## config.mk

```make
export PLATFORM = sky130hd
export DESIGN_NAME = ex_stage
export DESIGN_NICKNAME = d
export VERILOG_FILES = /design/src/rtl/ex_stage.sv
export SDC_FILE = /design/constraint.sdc
export NUM_CORES = 2
export LEC_CHECK = 0
export BUFFER_PORTS_ARGS = -buffer_cell sky130_fd_sc_hd__buf_2
export CAP_MARGIN = 15
export CORE_ASPECT_RATIO = 1.75
export CORE_MARGIN = 3
export CORE_UTILIZATION = 45
export DETAILED_ROUTE_END_ITERATION = 6
export PLACE_DENSITY = 0.59
export RECOVER_POWER = 50
export SLEW_MARGIN = 25
export SYNTH_ARGS = -nofsm -noshare
export SYNTH_HDL_FRONTEND = slang
export SYNTH_SLANG_ARGS = --single-unit
```

## constraint.sdc

```tcl
create_clock -name clk -period 19 [get_ports clk]
set_input_delay 3.8 -clock clk [delete_from_list [all_inputs] [get_ports clk]]
set_output_delay 3.8 -clock clk [all_outputs]
set_load 0.02 [all_outputs]
```

## src/rtl/ex_stage.sv

```systemverilog
// rtl/ex_stage.sv - execute stage: ID->EX register, ALU/MUL, restoring divider, data_sram request, bypass view
module ex_stage #(
    parameter bit DIV_FAST_ZERO = 1'b1
) (
    input  logic        clk,
    input  logic        reset,
    input  logic        ID_valid,
    input  logic [31:0] src1,
    input  logic [31:0] src2,
    input  logic [3:0]  alu_op,
    input  logic [2:0]  div_op,
    input  logic [4:0]  ld_ctrl,
    input  logic [2:0]  st_ctrl,
    input  logic [31:0] rkd_value,
    input  logic        rf_we,
    input  logic        res_from_mem,
    input  logic [4:0]  rf_waddr,
    input  logic [31:0] pc,
    input  logic        MEM_allow_in,
    output logic        EX_allow_in,
    output logic        EX_ready_go,
    output logic        EXreg_valid,
    output logic [31:0] EX_result,
    output logic [31:0] EX_rkd_value,
    output logic [4:0]  EX_ld_ctrl,
    output logic        EX_rf_we,
    output logic        EX_res_from_mem,
    output logic [4:0]  EX_rf_waddr,
    output logic [31:0] EX_pc,
    output logic        data_sram_en,
    output logic [3:0]  data_sram_we,
    output logic [31:0] data_sram_addr,
    output logic [31:0] data_sram_wdata,
    output logic [4:0]  EX_byp_waddr,
    output logic        EX_byp_we,
    output logic        EX_byp_is_load,
    output logic        EX_byp_ready,
    output logic [31:0] EX_byp_result
);

    typedef enum logic [1:0] {DIV_IDLE, DIV_BUSY, DIV_DONE} div_state_t;

    div_state_t  div_state, div_state_nxt;

    logic        ex_valid;
    logic [31:0] src1_q, src2_q;
    logic [3:0]  alu_op_q;
    logic [2:0]  div_op_q;
    logic [2:0]  st_ctrl_q;

    logic [31:0] div_rem, div_quo, div_dvs, res_q, res_r;
    logic [4:0]  div_cnt;

    logic        is_div, is_signed, want_rem, div_zero;
    logic        src1_neg, src2_neg;
    logic [31:0] abs1, abs2;
    logic [32:0] div_tmp, div_diff;
    logic        div_fits;
    logic [31:0] quo_next, rem_next, quo_final, rem_final;
    logic        handoff;

    logic [63:0] mul_u;
    logic [31:0] mulh_s;
    logic [4:0]  shamt;
    logic [31:0] alu_result;

    assign is_div    = div_op_q[2];
    assign is_signed = div_op_q[1];
    assign want_rem  = div_op_q[0];
    assign div_zero  = (src2_q == 32'd0);

    assign src1_neg = is_signed & src1_q[31];
    assign src2_neg = is_signed & src2_q[31];
    assign abs1     = src1_neg ? -src1_q : src1_q;
    assign abs2     = src2_neg ? -src2_q : src2_q;

    // One restoring step: shift the next dividend bit into the partial remainder and try to subtract.
    assign div_tmp   = {div_rem, div_quo[31]};
    assign div_diff  = div_tmp - {1'b0, div_dvs};
    assign div_fits  = ~div_diff[32];
    assign quo_next  = {div_quo[30:0], div_fits};
    assign rem_next  = div_fits ? div_diff[31:0] : div_tmp[31:0];
    assign quo_final = (src1_neg ^ src2_neg) ? -quo_next : quo_next;
    assign rem_final = src1_neg ? -rem_next : rem_next;

    assign EX_ready_go = ex_valid & (~is_div | (div_state == DIV_DONE));
    assign handoff     = EX_ready_go & MEM_allow_in;
    assign EX_allow_in = ~ex_valid | handoff;
    assign EXreg_valid = ex_valid & EX_ready_go;

    always_ff @(posedge clk) begin
        if (reset) begin
            ex_valid        <= 1'b0;
            src1_q          <= '0;
            src2_q          <= '0;
            alu_op_q        <= '0;
            div_op_q        <= '0;
            st_ctrl_q       <= '0;
            EX_rkd_value    <= '0;
            EX_ld_ctrl      <= '0;
            EX_rf_we        <= 1'b0;
            EX_res_from_mem <= 1'b0;
            EX_rf_waddr     <= '0;
            EX_pc           <= '0;
        end else if (ID_valid & EX_allow_in) begin
            ex_valid        <= 1'b1;
            src1_q          <= src1;
            src2_q          <= src2;
            alu_op_q        <= alu_op;
            div_op_q        <= div_op;
            st_ctrl_q       <= st_ctrl;
            EX_rkd_value    <= rkd_value;
            EX_ld_ctrl      <= ld_ctrl;
            EX_rf_we        <= rf_we;
            EX_res_from_mem <= res_from_mem;
            EX_rf_waddr     <= rf_waddr;
            EX_pc           <= pc;
        end else if (handoff) begin
            ex_valid        <= 1'b0;
        end
    end

    always_ff @(posedge clk) begin
        if (reset) div_state <= DIV_IDLE;
        else       div_state <= div_state_nxt;
    end

    always_comb begin
        div_state_nxt = div_state;
        case (div_state)
            DIV_IDLE: begin
                if (ex_valid & is_div)
                    div_state_nxt = (DIV_FAST_ZERO && div_zero) ? DIV_DONE : DIV_BUSY;
            end
            DIV_BUSY: begin
                if (div_cnt == 5'd31) div_state_nxt = DIV_DONE;
            end
            DIV_DONE: begin
                if (handoff) div_state_nxt = DIV_IDLE;
            end
            default: div_state_nxt = DIV_IDLE;
        endcase
    end

    always_ff @(posedge clk) begin
        if (reset) begin
            div_rem <= '0;
            div_quo <= '0;
            div_dvs <= '0;
            div_cnt <= '0;
            res_q   <= '0;
            res_r   <= '0;
        end else begin
            if (div_state == DIV_IDLE && div_state_nxt == DIV_BUSY) begin
                div_rem <= '0;
                div_quo <= abs1;
                div_dvs <= abs2;
                div_cnt <= '0;
            end else if (div_state == DIV_IDLE && div_state_nxt == DIV_DONE) begin
                res_q <= 32'hFFFF_FFFF;
                res_r <= src1_q;
            end else if (div_state == DIV_BUSY) begin
                div_rem <= rem_next;
                div_quo <= quo_next;
                div_cnt <= div_cnt + 5'd1;
                if (div_cnt == 5'd31) begin
                    // A zero divisor bypasses the sign fix so the remainder is the raw dividend.
                    res_q <= div_zero ? 32'hFFFF_FFFF : quo_final;
                    res_r <= div_zero ? src1_q : rem_final;
                end
            end
        end
    end

    // Signed high product from the unsigned one: subtract each operand where the other is negative.
    assign mul_u  = {32'd0, src1_q} * {32'd0, src2_q};
    assign mulh_s = mul_u[63:32] - (src1_q[31] ? src2_q : 32'd0) - (src2_q[31] ? src1_q : 32'd0);
    assign shamt  = src2_q[4:0];

    always_comb begin
        alu_result = 32'd0;
        case (alu_op_q)
            4'd0:  alu_result = src1_q + src2_q;
            4'd1:  alu_result = src1_q - src2_q;
            4'd2:  alu_result = {31'd0, $signed(src1_q) < $signed(src2_q)};
            4'd3:  alu_result = {31'd0, src1_q < src2_q};
            4'd4:  alu_result = src1_q & src2_q;
            4'd5:  alu_result = src1_q | src2_q;
            4'd6:  alu_result = ~(src1_q | src2_q);
            4'd7:  alu_result = src1_q ^ src2_q;
            4'd8:  alu_result = src1_q << shamt;
            4'd9:  alu_result = src1_q >> shamt;
            4'd10: alu_result = $signed(src1_q) >>> shamt;
            4'd11: alu_result = src2_q;
            4'd12: alu_result = mul_u[31:0];
            4'd13: alu_result = mulh_s;
            4'd14: alu_result = mul_u[63:32];
            default: alu_result = 32'd0;
        endcase
    end

    assign EX_result = is_div ? (want_rem ? res_r : res_q) : alu_result;

    assign data_sram_en   = handoff & ((|EX_ld_ctrl) | (|st_ctrl_q));
    assign data_sram_addr = EX_result;

    always_comb begin
        data_sram_we = 4'b0000;
        if (data_sram_en) begin
            if (st_ctrl_q[2])      data_sram_we = 4'b1111;
            else if (st_ctrl_q[1]) data_sram_we = EX_result[1] ? 4'b1100 : 4'b0011;
            else if (st_ctrl_q[0]) data_sram_we = 4'b0001 << EX_result[1:0];
        end
    end

    always_comb begin
        data_sram_wdata = EX_rkd_value;
        if (st_ctrl_q[0])      data_sram_wdata = {4{EX_rkd_value[7:0]}};
        else if (st_ctrl_q[1]) data_sram_wdata = {2{EX_rkd_value[15:0]}};
    end

    assign EX_byp_waddr   = EX_rf_waddr;
    assign EX_byp_we      = ex_valid & EX_rf_we;
    assign EX_byp_is_load = EX_res_from_mem;
    assign EX_byp_ready   = EX_ready_go;
    assign EX_byp_result  = EX_result;

endmodule

```

=== After elaboration in Yosys (flattened, before gate mapping) ===
Cells that the tools add are included.

* Memories kept: 0
* Output and inout port bits: 220
* Logic and storage cells: 128
* Flip-flop bits (word level): 318
* ROM bits: 0
* Bits in writable memories: 0
* Input bits: 154
* Latch bits: 0

* Divide/modulo/power cells: 0
* Order comparisons: 2
* Reduce and logical (&&, ||, !) cells: 15
* Add/subtract/negate cells: 10
* Shift operators: 4
* Bitwise logic cells: 22
* Muxes and demuxes: 35
* Multiply operators: 1
* Equality and inequality tests: 20

{| class="wikitable"
|+ Operators by type and width
! cell !! count
|-
| 2-to-1 mux 32 bit || 22
|-
| case mux 32 bit (15 select lines) || 1
|-
| negation 32 bit || 4
|-
| subtractor 32 bit || 3
|-
| less-than comparator 32 bit || 2
|-
| multiplier 32 x 32 -> 64 bit || 1
|-
| subtractor 33 x 32 -> 33 bit || 1
|-
| adder 32 bit || 1
|-
| AND 32 bit || 1
|-
| logical NOT 32 bit || 1
|-
| inverter 32 bit || 1
|-
| OR 32 bit || 1
|-
| << shifter 32 x 5 -> 32 bit || 1
|-
| right shift 32 x 5 -> 32 bit || 1
|-
| >>> shifter 32 x 5 -> 32 bit || 1
|-
| bitwise XOR 32 bit || 1
|-
| == test 4 bit (second input constant) || 7
|-
| 2-to-1 mux 4 bit || 5
|-
| == test 4 x 3 -> 1 bit (second input constant) || 4
|-
| AND 1 bit || 9
|-
| == test 4 x 2 -> 1 bit (second input constant) || 2
|-
| 2-to-1 mux 2 bit || 4
|-
| nonzero test 2 bit || 4
|-
| case mux 2 bit (3 select lines) || 1
|-
| other kinds (19) || 30
|}

=== Logic depth before layout (Yosys ltp) ===
* Word-level depth: 10
* Mapped depth: 48
* Gate-level depth less buffers: 42

=== Least setup slack after synthesis ===
OpenSTA, ideal clock, no wires.

* Path kind: register to output
* Start: reg src2_q[1]
* End: out EX_result[30]
* Required time: 15200 ps
* Slack: 3307 ps
* Path buffers: 8
* Cell stages (with the launch flop): 46
* Arrival time: 11893 ps
* Path through: dfxtp_1 > clkbuf_1 > clkbuf_1 > clkbuf_1 > buf_1 > clkbuf_1 > clkbuf_1 > nand2_1 > fa_1 > fa_1 > fa_1 > inv_1 > fa_1 > inv_1 > fa_1 > inv_1 > fa_1 > fa_1 > (+10 left out) > a21boi_0 > xnor2_1 > inv_1 > fa_1 > inv_1 > ha_1 > o21ai_0 > a21boi_0 > nor3_1 > o31ai_1 > nand3_1 > and4b_1 > o41ai_1 > nand3_1 > o21ai_0 > mux2i_1 > o311ai_0 > buf_4

* Cells in the longest elaborated chain, start to end: 5
* Elaborated cells on any way between the ends: 11
* Those cells by class: add/sub (4); mul (1); shift (3); mux (3)

{| class="wikitable"
|+ RTL lines
! element !! line !! source
|-
| start, declared || 46 || <nowiki>logic [31:0] src1_q, src2_q;</nowiki>
|-
| start signal, assigned || 108 || <nowiki>src2_q <= src2;</nowiki>
|-
| multiplier 32 x 32 -> 64 bit or 2-to-1 mux 32 bit (tied branches) || 176, 177 ||
|-
| subtractor 32 bit (2 in a row) || 177 || <nowiki>assign mulh_s = mul_u[63:32] - (src1_q[31] ? src2_q : 32'd0) - (src2_q[31] ? src1_q : 32'd0);</nowiki>
|-
| case mux 32 bit (15 select lines) (*) || 182 || <nowiki>case (alu_op_q)</nowiki>
|-
| 2-to-1 mux 32 bit (*) || 202 || <nowiki>assign EX_result = is_div ? (want_rem ? res_r : res_q) : alu_result;</nowiki>
|-
| end, declared || 23 || <nowiki>output logic [31:0] EX_result,</nowiki>
|}

Mark *: on every way between the ends. The rest lies on a longest branch, timed or not.

=== Worst setup path in the final report ===
* Start: reg src1_q[20]
* End: out data_sram_addr[21]

* Cells in the longest elaborated chain, start to end: 5
* Elaborated cells on any way between the ends: 11
* Those cells by class: add/sub (4); mul (1); shift (3); mux (3)

{| class="wikitable"
|+ RTL lines
! element !! line !! source
|-
| start, declared || 46 ||
|-
| start signal, assigned || 107 || <nowiki>src1_q <= src1;</nowiki>
|-
| multiplier 32 x 32 -> 64 bit || 176 || <nowiki>assign mul_u = {32'd0, src1_q} * {32'd0, src2_q};</nowiki>
|-
| subtractor 32 bit (2 in a row) || 177 ||
|-
| case mux 32 bit (15 select lines) (*) || 182 ||
|-
| 2-to-1 mux 32 bit (*) || 202 ||
|-
| end, declared || 32 || <nowiki>output logic [31:0] data_sram_addr,</nowiki>
|}

Marked as above.

==> out/qor.csv <==
metric,value,unit
synth_ff_type,dfxtp_1,
ctsLongestPathBuffers,3,
nFillCells,13800,
ir_worst_vdd,63.61,µV
slew_headroom,-195.3,%
dr.first_iter.drc_count,5220,
ant_nets,0,
path_max_fanout,17,
postPlaceCellArea,64840,µm²
cts_hold_buf,0,
finalInstanceArea,65960,µm²
io_buffers,373,
start_util,45.38,%
rsz0062_at_grt,false,
ys_seq_area_share,10.30,%
rrSetupSlack,7.67,ns
wire_per_inst,31.18,µm
antenna_found_initial,26,
cp-end-kind,output pin,
groute.layer.met2.usage,70.40,%
firstDrtPassIters,6,
syn-cell-area,61790,µm²
grtUsageMet1,45.92,%
path_delay_family,adder cells,
period_needed,18.57,ns
required,15.20,ns
ys_async_sr_fraction,0,%
stdcell_count,9665,
crit_type,register to output pin,
cap_violations,5,
viasPerCell,6.131,
power_density,60.24,nW/µm²
worst_skew_pair.late_latency,0.64,ns
startpoint_type,register,
ys_ff_latch,318,
crit_path_frequent_cell,fa_1,
cts_resized,0,
grt.busiest_layer,met2,
cts_setup_buffers,0,
row_count,179,
clock.fmax,0.05385,GHz
synthDistinctLibCells,96,
synth-edff-count,0,
p_leak,29.90,nW
outcome,"complete, but fails checks",
dp_cells,9582,
setup_violations,0,
grt_pass1_vias,60250,
routabilityCongestion,1.087,
multi_input_area,48580,µm²
regArea,6379,µm²
final_core_util,48.44,%
dieArea,142000,µm²
syn-num-nets,9331,
num_vias,59250,
setup_tns,0,ns
reg2reg_depth,10,
syn_inst,7816,
tightest_slew,4.429,ns
htree_levels,2,
dp_hpwl,239300,µm
yosys_warnings,0,
overflow,0,
skew,0.03621,ns
violations,"capacitance limit, slew limit",
maxSlewViolCount,363,
slowest_delay,0.99,ns
crit_slowest_cell,o31ai_1,
io_pins,374,
min_from,EX_pc[23],
clock-root-buffer,clkbuf_16,
drc_errors,0,
numCtsBuffers,38,
timing.final.crit_share,97.73,%
drive_gt1_share,9.068,%
core,136200,µm²
cts_sinks,318,
power,3.973,mW
hold_depth,2,
grt_pass1_wl,426700,µm
syn2layout_area_growth,6.741,%
min_to,EX_pc[23],
hp-class,register to register,
grt_usage,41.87,%
gr-usage-met3,6.650,%
num-nets-final,9329,
r2r_start,src2_q[2],
hold_viol,0,
arrival,14.77,ns
fin_ws,0.4315,ns
path_buf_inv,6,
die_x,286.1,µm
place_ws,1.620,ns
clkTransAtPathRegs,0.08,ns
die_y,496.2,µm
cts_tree,done,
r2r-end,div_rem[16],
grt_max_degree,124,
drt-total-wl,301400,µm
synth_area_per_cell,7.906,µm²
hold_ws,0.4519,ns
==> worst max-delay path by stage <==
stage | from | to | slack (ns) | depth (start not counted)
after floorplan | src2_q[1] | EX_result[30] | 3.31 | 45
after global placement | src1_q[20] | EX_result[21] | 1.20 | 37
after detailed placement | src2_q[5] | EX_byp_result[30] | 1.62 | 35
after CTS | src2_q[5] | EX_byp_result[30] | 0.91 | 35
after global routing | src2_q[5] | EX_result[30] | 0.42 | 35
final | src1_q[20] | data_sram_addr[21] | 0.43 | 37
==> worst reg2reg max path: cells and delay by family (launching register included) <==
| family | cells | cell delay, ns |
|---|---|---|
| buf+inv | 1 | 0.37 |
| flops | 1 | 0.32 |
| simple gates | 8 | 9.87 |
| compound gates | 1 | 0.63 |
==> registers in the layout, indices dropped and copies added (netlist names), 32 cells and up <==
signal / cells
res_q: 32
div_quo: 32
div_rem: 32
EX_rkd_value: 32
EX_pc: 32
res_r: 32
src1_q: 32
src2_q: 32
div_dvs: 32
==> cells in the mapped netlist (44+ instances only) <==
library cell,number,area share [%]
nand2_1,1113,6.8
inv_1,1078,6.5
nor2_1,978,5.9
fa_1,929,30
a21oi_1,459,3.7
ha_1,432,8.7
clkbuf_1,404,2.5
dfxtp_1,318,10
o21ai_0,278,2.3
xnor2_1,154,2.2
nor3_1,95,0.77
buf_1,93,0.56
buf_4,88,1.1
nand3_1,87,0.70
a211oi_1,84,1.0
a21o_1,81,0.98
xor2_1,81,1.1
mux2i_1,77,1.2
a311oi_1,65,0.92
a31oi_1,52,0.53
mux2_2,52,0.95
nand2b_1,48,0.49
o21bai_1,44,0.53
==> cells by family after synthesis <==
kind of cell               Yosys count  synth area share (%)
and+or+nand+nor                   2546                 17.17
buffers and inverters             1718                 11.14
AOI/OAI and AO/OA                 1470                 15.59
adders and majority gates         1361                 38.85
DFF                                318                 10.30
xor gates and xnor gates           235                 3.331
muxes                              168                 3.616
==> layer usage <==
metal	share of wire [%]	up-vias
met2	47	3094
li1	-	25290
met4	11	4
met1	34	29760
met3	7.5	1107
met5	0.0076	-
==> cell usage in the layout, fill, tap and decap left out, types with 42 or more instances in the layout <==
cell type,count
xor2_1,81
buf_4,202
a31oi_1,51
a311oi_1,65
a221oi_1,43
nand3_1,87
nand2_1,1112
nor2_1,972
mux2i_1,77
inv_1,1067
nand2b_1,49
o21bai_1,44
nand4_1,42
o21ai_0,276
ha_1,432
clkbuf_1,106
xnor2_1,153
a211oi_1,93
fa_1,929
dfxtp_1,312
buf_2,275
nor3_1,91
a21oi_1,459
a21o_1,81
mux2_2,52
==> cell type report <==
type	count	share of cell area (%)
sequential	318	9.671
inverter	1096	6.237
timing repair buffer	580	5.027
multi-input combinational	5780	73.65
clock buffer	52	1.643
antenna	14	0.05312
clock inverter	15	0.2845
tap	1810	3.434
==> where the power goes <==
group          internal (mW)  switching [mW]  leakage [nW]
Sequential             0.694          0.0382          2.59
Clock                  0.422           0.369         0.618
Combinational          0.763            1.69          26.7
Power figures use the tool's default switching activity.
